$ cat config.mk
export PLATFORM = sky130hd
export DESIGN_NAME = instruction_fetch_flat
export DESIGN_NICKNAME = d
export VERILOG_FILES = /design/src/rtl/cpu_pkg.sv /design/src/rtl/instruction_fetch_if.sv /design/src/rtl/pc_pair.sv /design/src/rtl/instruction_fetch.sv /design/src/flat_wrapper.sv
export SDC_FILE = /design/constraint.sdc
export NUM_CORES = 1
export LEC_CHECK = 0
export ABC_AREA = 0
export CORE_MARGIN = 2
export CORE_UTILIZATION = 35
export CTS_CLUSTER_DIAMETER = 60
export CTS_CLUSTER_SIZE = 8
export DETAILED_ROUTE_END_ITERATION = 8
export DONT_BUFFER_PORTS = 1
export PLACE_DENSITY = 0.57
export RECOVER_POWER = 25
export SYNTH_ARGS = -nofsm -noshare
export SYNTH_HDL_FRONTEND = slang
export SYNTH_HIERARCHICAL = 1
export SYNTH_SLANG_ARGS = --single-unit
$ cat constraint.sdc
create_clock -name clk -period 2.6 [get_ports clk]
set_input_delay 0.39 -clock clk [delete_from_list [all_inputs] [get_ports clk]]
set_output_delay 0.39 -clock clk [all_outputs]
set_load 0.03 [all_outputs]
$ cat src/rtl/cpu_pkg.sv
// Shared fetch-unit types: state encoding, bus widths and the NOP opcode.
// Pure declarations, no logic, no timing.
package cpu_pkg;
    localparam int ADDR_W = 16;
    localparam int INSN_W = 8;
    localparam logic [INSN_W-1:0] NOP = 8'h00;

    typedef logic [ADDR_W-1:0] addr_t;
    typedef logic [INSN_W-1:0] insn_t;

    typedef enum logic [2:0] {
        RST,
        RUN,
        XFER,
        DMAW,
        DMA
    } fetch_state_t;
endpackage

$ cat src/rtl/instruction_fetch_if.sv
// Memory/DMA bus between the fetch unit (master) and memory plus DMA arbiter side (slave).
// Memory read data is valid one cycle after mem_rd; dma_req is a level held until dma_grant.
interface instruction_fetch_if;
    import cpu_pkg::*;

    addr_t mem_addr;
    logic  mem_rd;
    insn_t mem_data;
    logic  dma_req;
    logic  dma_grant;

    modport master (
        output mem_addr,
        output mem_rd,
        output dma_grant,
        input  mem_data,
        input  dma_req
    );

    modport slave (
        input  mem_addr,
        input  mem_rd,
        input  dma_grant,
        output mem_data,
        output dma_req
    );
endinterface

$ cat src/rtl/pc_pair.sv
// PC/RA register pair: flip swaps roles, load writes the post-flip active register, increment hits the fetched one.
// pc_next is combinational (same cycle); registers update on the next edge; no backpressure.
module pc_pair
    import cpu_pkg::*;
#(
    parameter addr_t RESET_VECTOR = 16'h0000
) (
    input  logic  clk,
    input  logic  reset,
    input  logic  en,
    input  logic  inc,
    input  logic  flip,
    input  logic  load,
    input  addr_t load_value,
    output addr_t pc_out,
    output addr_t pc_next,
    output logic  flag_pcraflip
);
    addr_t reg_a;
    addr_t reg_b;
    addr_t a_nxt;
    addr_t b_nxt;
    logic  sel;
    logic  sel_nxt;

    // The increment belongs to the register that was just fetched from (pre-flip);
    // the load goes to whichever register is active after the flip and wins on a collision.
    always_comb begin
        sel_nxt = sel ^ (en & flip);
        a_nxt   = reg_a;
        b_nxt   = reg_b;
        if (inc) begin
            if (sel) b_nxt = reg_b + addr_t'(1);
            else     a_nxt = reg_a + addr_t'(1);
        end
        if (en && load) begin
            if (sel_nxt) b_nxt = load_value;
            else         a_nxt = load_value;
        end
    end

    always_ff @(posedge clk) begin
        if (reset) begin
            reg_a <= RESET_VECTOR;
            reg_b <= RESET_VECTOR;
            sel   <= 1'b0;
        end else begin
            reg_a <= a_nxt;
            reg_b <= b_nxt;
            sel   <= sel_nxt;
        end
    end

    assign pc_out        = sel ? reg_b : reg_a;
    assign pc_next       = sel_nxt ? b_nxt : a_nxt;
    assign flag_pcraflip = sel;
endmodule

$ cat src/rtl/instruction_fetch.sv
// CPU fetch front end: owns PC/RA, issues opcode fetches, hands the bus to DMA; PC-to-instruction latency 1 cycle.
// Stalls fetch for one XFER cycle on suppress_req_n=0 and for DMAW+DMA while dma_req is held.
module instruction_fetch
    import cpu_pkg::*;
#(
    parameter addr_t RESET_VECTOR = 16'h0000,
    parameter int    RESET_CYCLES = 4
) (
    input  logic                clk,
    input  logic                reset,
    input  logic                suppress_req_n,
    input  logic                pc_load,
    input  addr_t               pc_load_value,
    input  logic                pcra_flip,
    instruction_fetch_if.master bus,
    output insn_t               instruction,
    output logic                bus_request,
    output logic                fetch_suppress,
    output logic                flag_pcraflip,
    output logic                flag_reset,
    output addr_t               pc_out
);
    localparam logic [3:0] CNT_LAST = 4'(RESET_CYCLES - 1);

    fetch_state_t state;
    fetch_state_t state_nxt;
    logic [3:0]   rst_cnt;
    logic         mem_rd_q;
    addr_t        mem_addr_q;
    logic         dma_grant_q;
    logic         fetch_valid;
    addr_t        pc_next;

    pc_pair #(
        .RESET_VECTOR (RESET_VECTOR)
    ) u_pc_pair (
        .clk           (clk),
        .reset         (reset),
        .en            (state != RST),
        .inc           (state == RUN),
        .flip          (pcra_flip),
        .load          (pc_load),
        .load_value    (pc_load_value),
        .pc_out        (pc_out),
        .pc_next       (pc_next),
        .flag_pcraflip (flag_pcraflip)
    );

    always_comb begin
        state_nxt = state;
        unique case (state)
            RST:  if (rst_cnt == CNT_LAST) state_nxt = RUN;
            RUN: begin
                if (!suppress_req_n)  state_nxt = XFER;
                else if (bus.dma_req) state_nxt = DMAW;
            end
            XFER: state_nxt = bus.dma_req ? DMAW : RUN;
            DMAW: state_nxt = DMA;
            DMA:  if (!bus.dma_req) state_nxt = RUN;
            default: state_nxt = RST;
        endcase
    end

    // Bus outputs are registered from the next state so they are valid for the whole cycle
    // of that state; fetch_suppress lags one cycle to sit beside the NOP that XFER leaves behind.
    always_ff @(posedge clk) begin
        if (reset) begin
            state          <= RST;
            rst_cnt        <= '0;
            mem_rd_q       <= 1'b0;
            mem_addr_q     <= '0;
            fetch_valid    <= 1'b0;
            bus_request    <= 1'b1;
            fetch_suppress <= 1'b1;
            dma_grant_q    <= 1'b0;
            flag_reset     <= 1'b1;
        end else begin
            state          <= state_nxt;
            rst_cnt        <= (state == RST) ? rst_cnt + 4'd1 : '0;
            mem_rd_q       <= (state_nxt == RUN);
            mem_addr_q     <= (state_nxt == RUN) ? pc_next : '0;
            fetch_valid    <= mem_rd_q;
            bus_request    <= (state_nxt != DMA);
            fetch_suppress <= (state != XFER);
            dma_grant_q    <= (state_nxt == DMA);
            flag_reset     <= (state_nxt == RST);
        end
    end

    assign bus.mem_rd    = mem_rd_q;
    assign bus.mem_addr  = mem_addr_q;
    assign bus.dma_grant = dma_grant_q;
    assign instruction   = fetch_valid ? bus.mem_data : NOP;
endmodule

$ cat src/flat_wrapper.sv
// flat-port wrapper written by rule: the top's interface ports become plain ports
module instruction_fetch_flat import cpu_pkg::*;
#(
    parameter addr_t RESET_VECTOR = 16'h0000,
    parameter int    RESET_CYCLES = 4
)
  (clk, reset, suppress_req_n, pc_load, pc_load_value, pcra_flip, instruction, bus_request, fetch_suppress, flag_pcraflip, flag_reset, pc_out, bus_mem_addr, bus_mem_rd, bus_dma_grant, bus_mem_data, bus_dma_req);
  instruction_fetch_if bus_i ();
  input  logic clk;
  input  logic reset;
  input  logic suppress_req_n;
  input  logic pc_load;
  input  addr_t pc_load_value;
  input  logic pcra_flip;
  output insn_t instruction;
  output logic bus_request;
  output logic fetch_suppress;
  output logic flag_pcraflip;
  output logic flag_reset;
  output addr_t pc_out;
  output wire logic [$bits(bus_i.mem_addr)-1:0] bus_mem_addr;
  output wire logic [$bits(bus_i.mem_rd)-1:0] bus_mem_rd;
  output wire logic [$bits(bus_i.dma_grant)-1:0] bus_dma_grant;
  input wire logic [$bits(bus_i.mem_data)-1:0] bus_mem_data;
  input wire logic [$bits(bus_i.dma_req)-1:0] bus_dma_req;
  assign bus_mem_addr = bus_i.mem_addr;
  assign bus_mem_rd = bus_i.mem_rd;
  assign bus_dma_grant = bus_i.dma_grant;
  assign bus_i.mem_data = bus_mem_data;
  assign bus_i.dma_req = bus_dma_req;
  instruction_fetch #(.RESET_VECTOR(RESET_VECTOR), .RESET_CYCLES(RESET_CYCLES)) u_core (.clk(clk), .reset(reset), .suppress_req_n(suppress_req_n), .pc_load(pc_load), .pc_load_value(pc_load_value), .pcra_flip(pcra_flip), .bus(bus_i), .instruction(instruction), .bus_request(bus_request), .fetch_suppress(fetch_suppress), .flag_pcraflip(flag_pcraflip), .flag_reset(flag_reset), .pc_out(pc_out));
endmodule
[Word-level counts from Yosys, hierarchy flattened]
Index checks and enable logic that the tools add are counted.
Operators by class
  mux-type cells: 17
  shift operators: 0
  reductions and logical operators: 6
  div/mod/pow operators: 0
  bitwise logic cells: 4
  magnitude comparators: 0
  equality and inequality tests: 9
  $mul: 0
  $add $sub $neg: 3
Operators with widths (count)
  $mux W16: 10
  $add A16 B1 Y16 const B: 2
  $pmux W3 S5: 1
  $mux W3: 4
  $mux W8: 1
  $eq A3 B1 Y1 const B: 2
  $eq A3 B2 Y1 const B: 2
  $eq A3 B3 Y1 const B: 2
  $logic_not A3 Y1: 2
  $add A4 B1 Y4 const B: 1
  $eq A4 B2 Y1 const B: 1
  $reduce_or A2 Y1: 2
  $ne A3 B2 Y1 const B: 1
  $ne A3 B3 Y1 const B: 1
  $reduce_bool A3 Y1: 1
  $mux W2: 1
  $not A1 Y1: 2
  $and A1 B1 Y1: 1
  $logic_and A1 B1 Y1: 1
  $xor A1 B1 Y1: 1
Word-level totals
  memory bits (writable): 0
  ROM bits: 0
  bits of input ports: 30
  memories kept: 0
  output and inout bits: 46
  bits in latches: 0
  bits in registers: 62
  logic and storage cells: 51

[Logic depth before layout (Yosys ltp)]
  depth after elaboration: 6
  gate-level depth with buffers: 12
  depth with buffers taken out: 9

[Cells and area by module]
Netlist, hierarchy kept.
By module, submodules not included
  pc_pair: instances 1, cells an instance 296, seq. area each 660.6 µm², area each 2344.7 µm²
  instruction_fetch: instances 1, cells an instance 115, seq. area each 580.6 µm², area each 1247.4 µm²

[Worst setup path after synthesis]
OpenSTA, ideal clock, no wires.
  path kind: flip-flop to flip-flop
  start point: reg u_core.state[0]
  end point: reg u_core.mem_addr_q[13], in the netlist u_core/bus.mem_addr[13]
  period minus slack after synthesis: 2.297 ns
  data required time: 2.485 ns
  arrival: 2.183 ns
  setup slack: 0.303 ns
  path buffers: 2
  stages on the path, launching flop included: 11
  setup time: 0.115 ns
  cell sequence: dfxtp_1 > buf_6 > nor3b_1 > clkbuf_8 > nand3b_4 > nor4_4 > nand4_1 > xor2_1 > a221oi_2 > inv_1 > a2111oi_0
On the way
  word-level cells in the longest chain between the ends: 6
  elaborated cells on any way between the ends: 24
  classes of those cells: 5 x eq/ne; 12 x mux; 3 x bitwise; 4 x reduce/logical
Ends and longest elaborated chain
  from (decl): line instruction_fetch.sv:25  | fetch_state_t state;
  from (signal assigned): line instruction_fetch.sv:78  | state <= state_nxt;
  $reduce_bool A3 Y1: line instruction_fetch.sv:39  | .en (state != RST),
  $and A1 B1 Y1: line pc_pair.sv:29  | sel_nxt = sel ^ (en & flip);
  $xor A1 B1 Y1: line pc_pair.sv:29
  $mux W16: line pc_pair.sv:37  | if (sel_nxt) b_nxt = load_value;
  $mux W16: line pc_pair.sv:36  | if (en && load) begin
  $mux W16 *: line pc_pair.sv:55  | assign pc_next = sel_nxt ? b_nxt : a_nxt;
  named net u_core.pc_next[13]: line instruction_fetch.sv:32  | addr_t pc_next;
  to (signal assigned): line instruction_fetch.sv:81  | mem_addr_q <= (state_nxt == RUN) ? pc_next : '0;
  to (decl): line instruction_fetch.sv:29  | addr_t mem_addr_q;
Mark *: on every way through the listed nets, which the timed path passes. The rest lies on a longest branch.
A chain may end at the register's enable or synchronous reset.

[Worst setup path in the final report]
  start point: reg u_core.state[0]
  end point: reg u_core.mem_addr_q[7], in the netlist u_core/bus.mem_addr[7]
The elaborated chain is that of the path after synthesis.

==> qor.csv <==
metric;value;unit
status;completed;
maximum fanout along the worst path;8;
mux cell area share after synthesis;6.13;%
area delta synth->final;11.7;%
Synth async-reset ratio;0;%
Worst-path clk slew;70;ps
Leak Pwr;1.55;nW
clock sink count;62;
Synth Area in Compound Gates;17.9;%
CORE AREA;9860;sq um
Max Cap Viol;0;
Total Nets Final;452;
Yosys top cell area share;34.6;%
post-synthesis xor/xnor area fraction;7.56;%
endpoints failing hold;0;
Seq/Total Area, Yosys;34.6;%
Fmax;410;MHz
CP endpoint kind;flop;
Post-Synthesis Cells;411;
Routability Congestion;0.889;
Mapped Area;3590;sq um
CP peak stage delay;390;ps
Starting Density;36.4;%
RSZ-0062 raised after global routing;yes;
number of synthesized register bits;62;
CTS H-tree lvls;3;
VDD IR max;0.000265;V
grt total ovfl;0;
ys flop type;dfxtp_1;
Hold Path Class;in -> reg;
Tmin final;2440;ps
top cells by count, synth;62 x dfxtp_1, 61 x nor2_1, 25 x inv_1;
routed vias/inst;5.52;
Final Power;2.39;mW
DP HPWL;7440;microns
simple-gate area share of the yosys netlist;25.7;%
IO buf count;0;
Ports;76;
DP Area;3750;sq um
count leader, synth;dfxtp_1;
number of synthesized flops with an enable pin;0;
CP Class;reg -> reg;
skew final;12.4;ps
antenna viol nets, final;0;
Buf/Inv on CP;3;
Slew @ Worst Pin;1060;ps
drt initial violations;228;
clk buf depth;2;
initial antenna violation count;0;
WL/cell;18.2;microns
Cell Chain, Critical Path;nor3b_2, buf_4, buf_4, nand4_2, nor3_1, xor2_1, nor2_1, o22ai_1, inv_1, a2111oi_2;
startpoint class of the critical path;flop;
clock latency on the worst-skew pair;360;ps
Syn Area/Cell;8.74;sq um
number of global-route vias before repair;2966;
cell family with most CP delay;simple AND/OR/NAND/NOR gates;
root buffer cell;clkbuf_8;
Hold Buf Count CTS;0;
Syn Nets;444;
Pwr Density;595;nW/um^2
Num CTS Buffers;9;
Critical Path Slowest Stage Cell;dfxtp_1;
crit share post-route;93.8;%
global-route wire length before repair;16200;microns
main combinational cell family by area after synthesis;simple AND/OR/NAND/NOR gates;
DIE WIDTH;105;microns
row cnt;36;
setup TNS;0;ps
Slew Viols, Final;0;
routed via count;3076;
Rel. slew slack;29.4;%
CTS tree;built;
Pre-antenna DRT Iters;5;
area leader, netlist;dfxtp_1;
Die ar.;11100;sq um
Post-Synth Adder-Cell Area;1.04;%
Worst EP required;2850;ps
arrival time at the worst endpoint;2690;ps
gr usage total;18.6;%
layout cells sized above 1;20.8;%
endpoints failing setup;0;
yosys warns;6;
CP most frequent cell;buf_4;
Synth cell types;59;
routed wire length;10100;microns
die height;105;microns
Final Instance Area;4010;sq um
antenna cells;0;
drt drc;0;
largest net degree at the start of global routing;56;
synth top area cells;dfxtp_1 35%, nor2_1 6.4%, mux2_2 5.0%;
-- layout make-up --
class / count / area (sq um)
timing repair buffer: 22 / 165
clock inverter: 6 / 61.3
tap: 133 / 166
multi-input combinational: 299 / 2150
sequential: 62 / 1240
fill: 991 / 5850
inverter: 25 / 93.8
clock buffer: 10 / 128
-- layout by cell type, fill, tap and decap left out, drive strengths merged, types with 2 or more instances in the layout --
| master | n |
|---|---|
| clkinv | 3 |
| a21o | 4 |
| clkbuf | 10 |
| o221a | 2 |
| o221ai | 2 |
| o22ai | 4 |
| xor2 | 18 |
| and3 | 2 |
| nand3b | 6 |
| nor4 | 6 |
| inv | 26 |
| nor2b | 3 |
| nand4 | 9 |
| and2 | 10 |
| a211oi | 14 |
| o32ai | 3 |
| nor3 | 24 |
| nor2 | 61 |
| a2111oi | 16 |
| nor3b | 2 |
| mux2i | 4 |
| a21oi | 12 |
| ha | 3 |
| mux2 | 16 |
| and4 | 2 |
| o21ai | 12 |
| nand3 | 18 |
| nand2 | 20 |
| xnor2 | 13 |
| dfxtp | 62 |
| buf | 22 |
| nand2b | 2 |
-- where the power goes --
group	switching (mW)	internal, mW
registers	0.0697	0.995
clock network	0.418	0.441
logic	0.286	0.177
-- cell families (layout without fill, tap and decap cells) --
logic type,Yosys count,count (layout)
flip-flops,62,62
multiplexers,20,20
buffers and inverters,50,63
AO/OA/AOI/OAI,78,78
adder cells (fa/ha/maj),3,3
AND/OR/NAND/NOR,167,167
XOR/XNOR,31,31
-- worst reg2reg max path, stage by stage, from the launching register on --
cell	delay, ps
dfxtp_1	390
nor3b_2	180
buf_4	200
buf_4	130
nand4_2	210
nor3_1	330
xor2_1	170
nor2_1	70
o22ai_1	270
inv_1	90
a2111oi_2	290
-- timing repair --
| item | CTS | global route |
|---|---|---|
| endpoints found under the hold margin | 0 | 0 |
| setup buffers | 0 | 2 |
| gates resized for setup | 0 | 11 |
| setup endpoints to repair | 0 | 6 |
-- per-layer routing --
metal | vias up | share of wire [%] | global-route usage [%]
li1 | 1479 | - | -
met3 | 14 | 8.1 | 6.12
met1 | 1469 | 47 | 25.5
met4 | 0 | 1.2 | 5.24
met2 | 114 | 44 | 28.0
met5 | - | 0 | 0
-- flip-flops by register name, summed over array words and instances, names as in the netlist, 3 cells and up --
| signal | count |
|---|---|
| u_core/u_pc_pair/reg_a | 16 |
| u_core/u_pc_pair/reg_b | 16 |
| u_core/state | 3 |
| u_core/bus.mem_addr | 16 |
| u_core/rst_cnt | 4 |
-- stage by stage --
stage | worst slack, ps | utilization, % | hold slack [ps] | cells
after floorplan | 303 | - | 418 | 411
after global placement | -30.3 | 38.0 | 437 | 539
after detailed placement | 33.7 | 38.0 | 449 | 539
after CTS | 4.84 | 39.9 | 89.7 | 555
after global routing | -29.4 | 40.7 | 90.3 | 557
final | 160 | 40.7 | 105 | 557
-- path summary, 6_finish.rpt --
| path | from | to | slack [ps] | cells past startpoint |
|---|---|---|---|---|
| worst max register to register | u_core/state[0] | u_core/bus.mem_addr[7] | 160 | 10 |
| worst max-delay path | u_core/state[0] | u_core/bus.mem_addr[7] | 160 | 10 |
| worst min-delay path | reset | u_core/u_pc_pair/reg_b[13] | 100 | 1 |
| worst min register to register | u_core/rst_cnt[0] | u_core/rst_cnt[0] | 450 | 1 |
(Power assumes the default switching activity.)
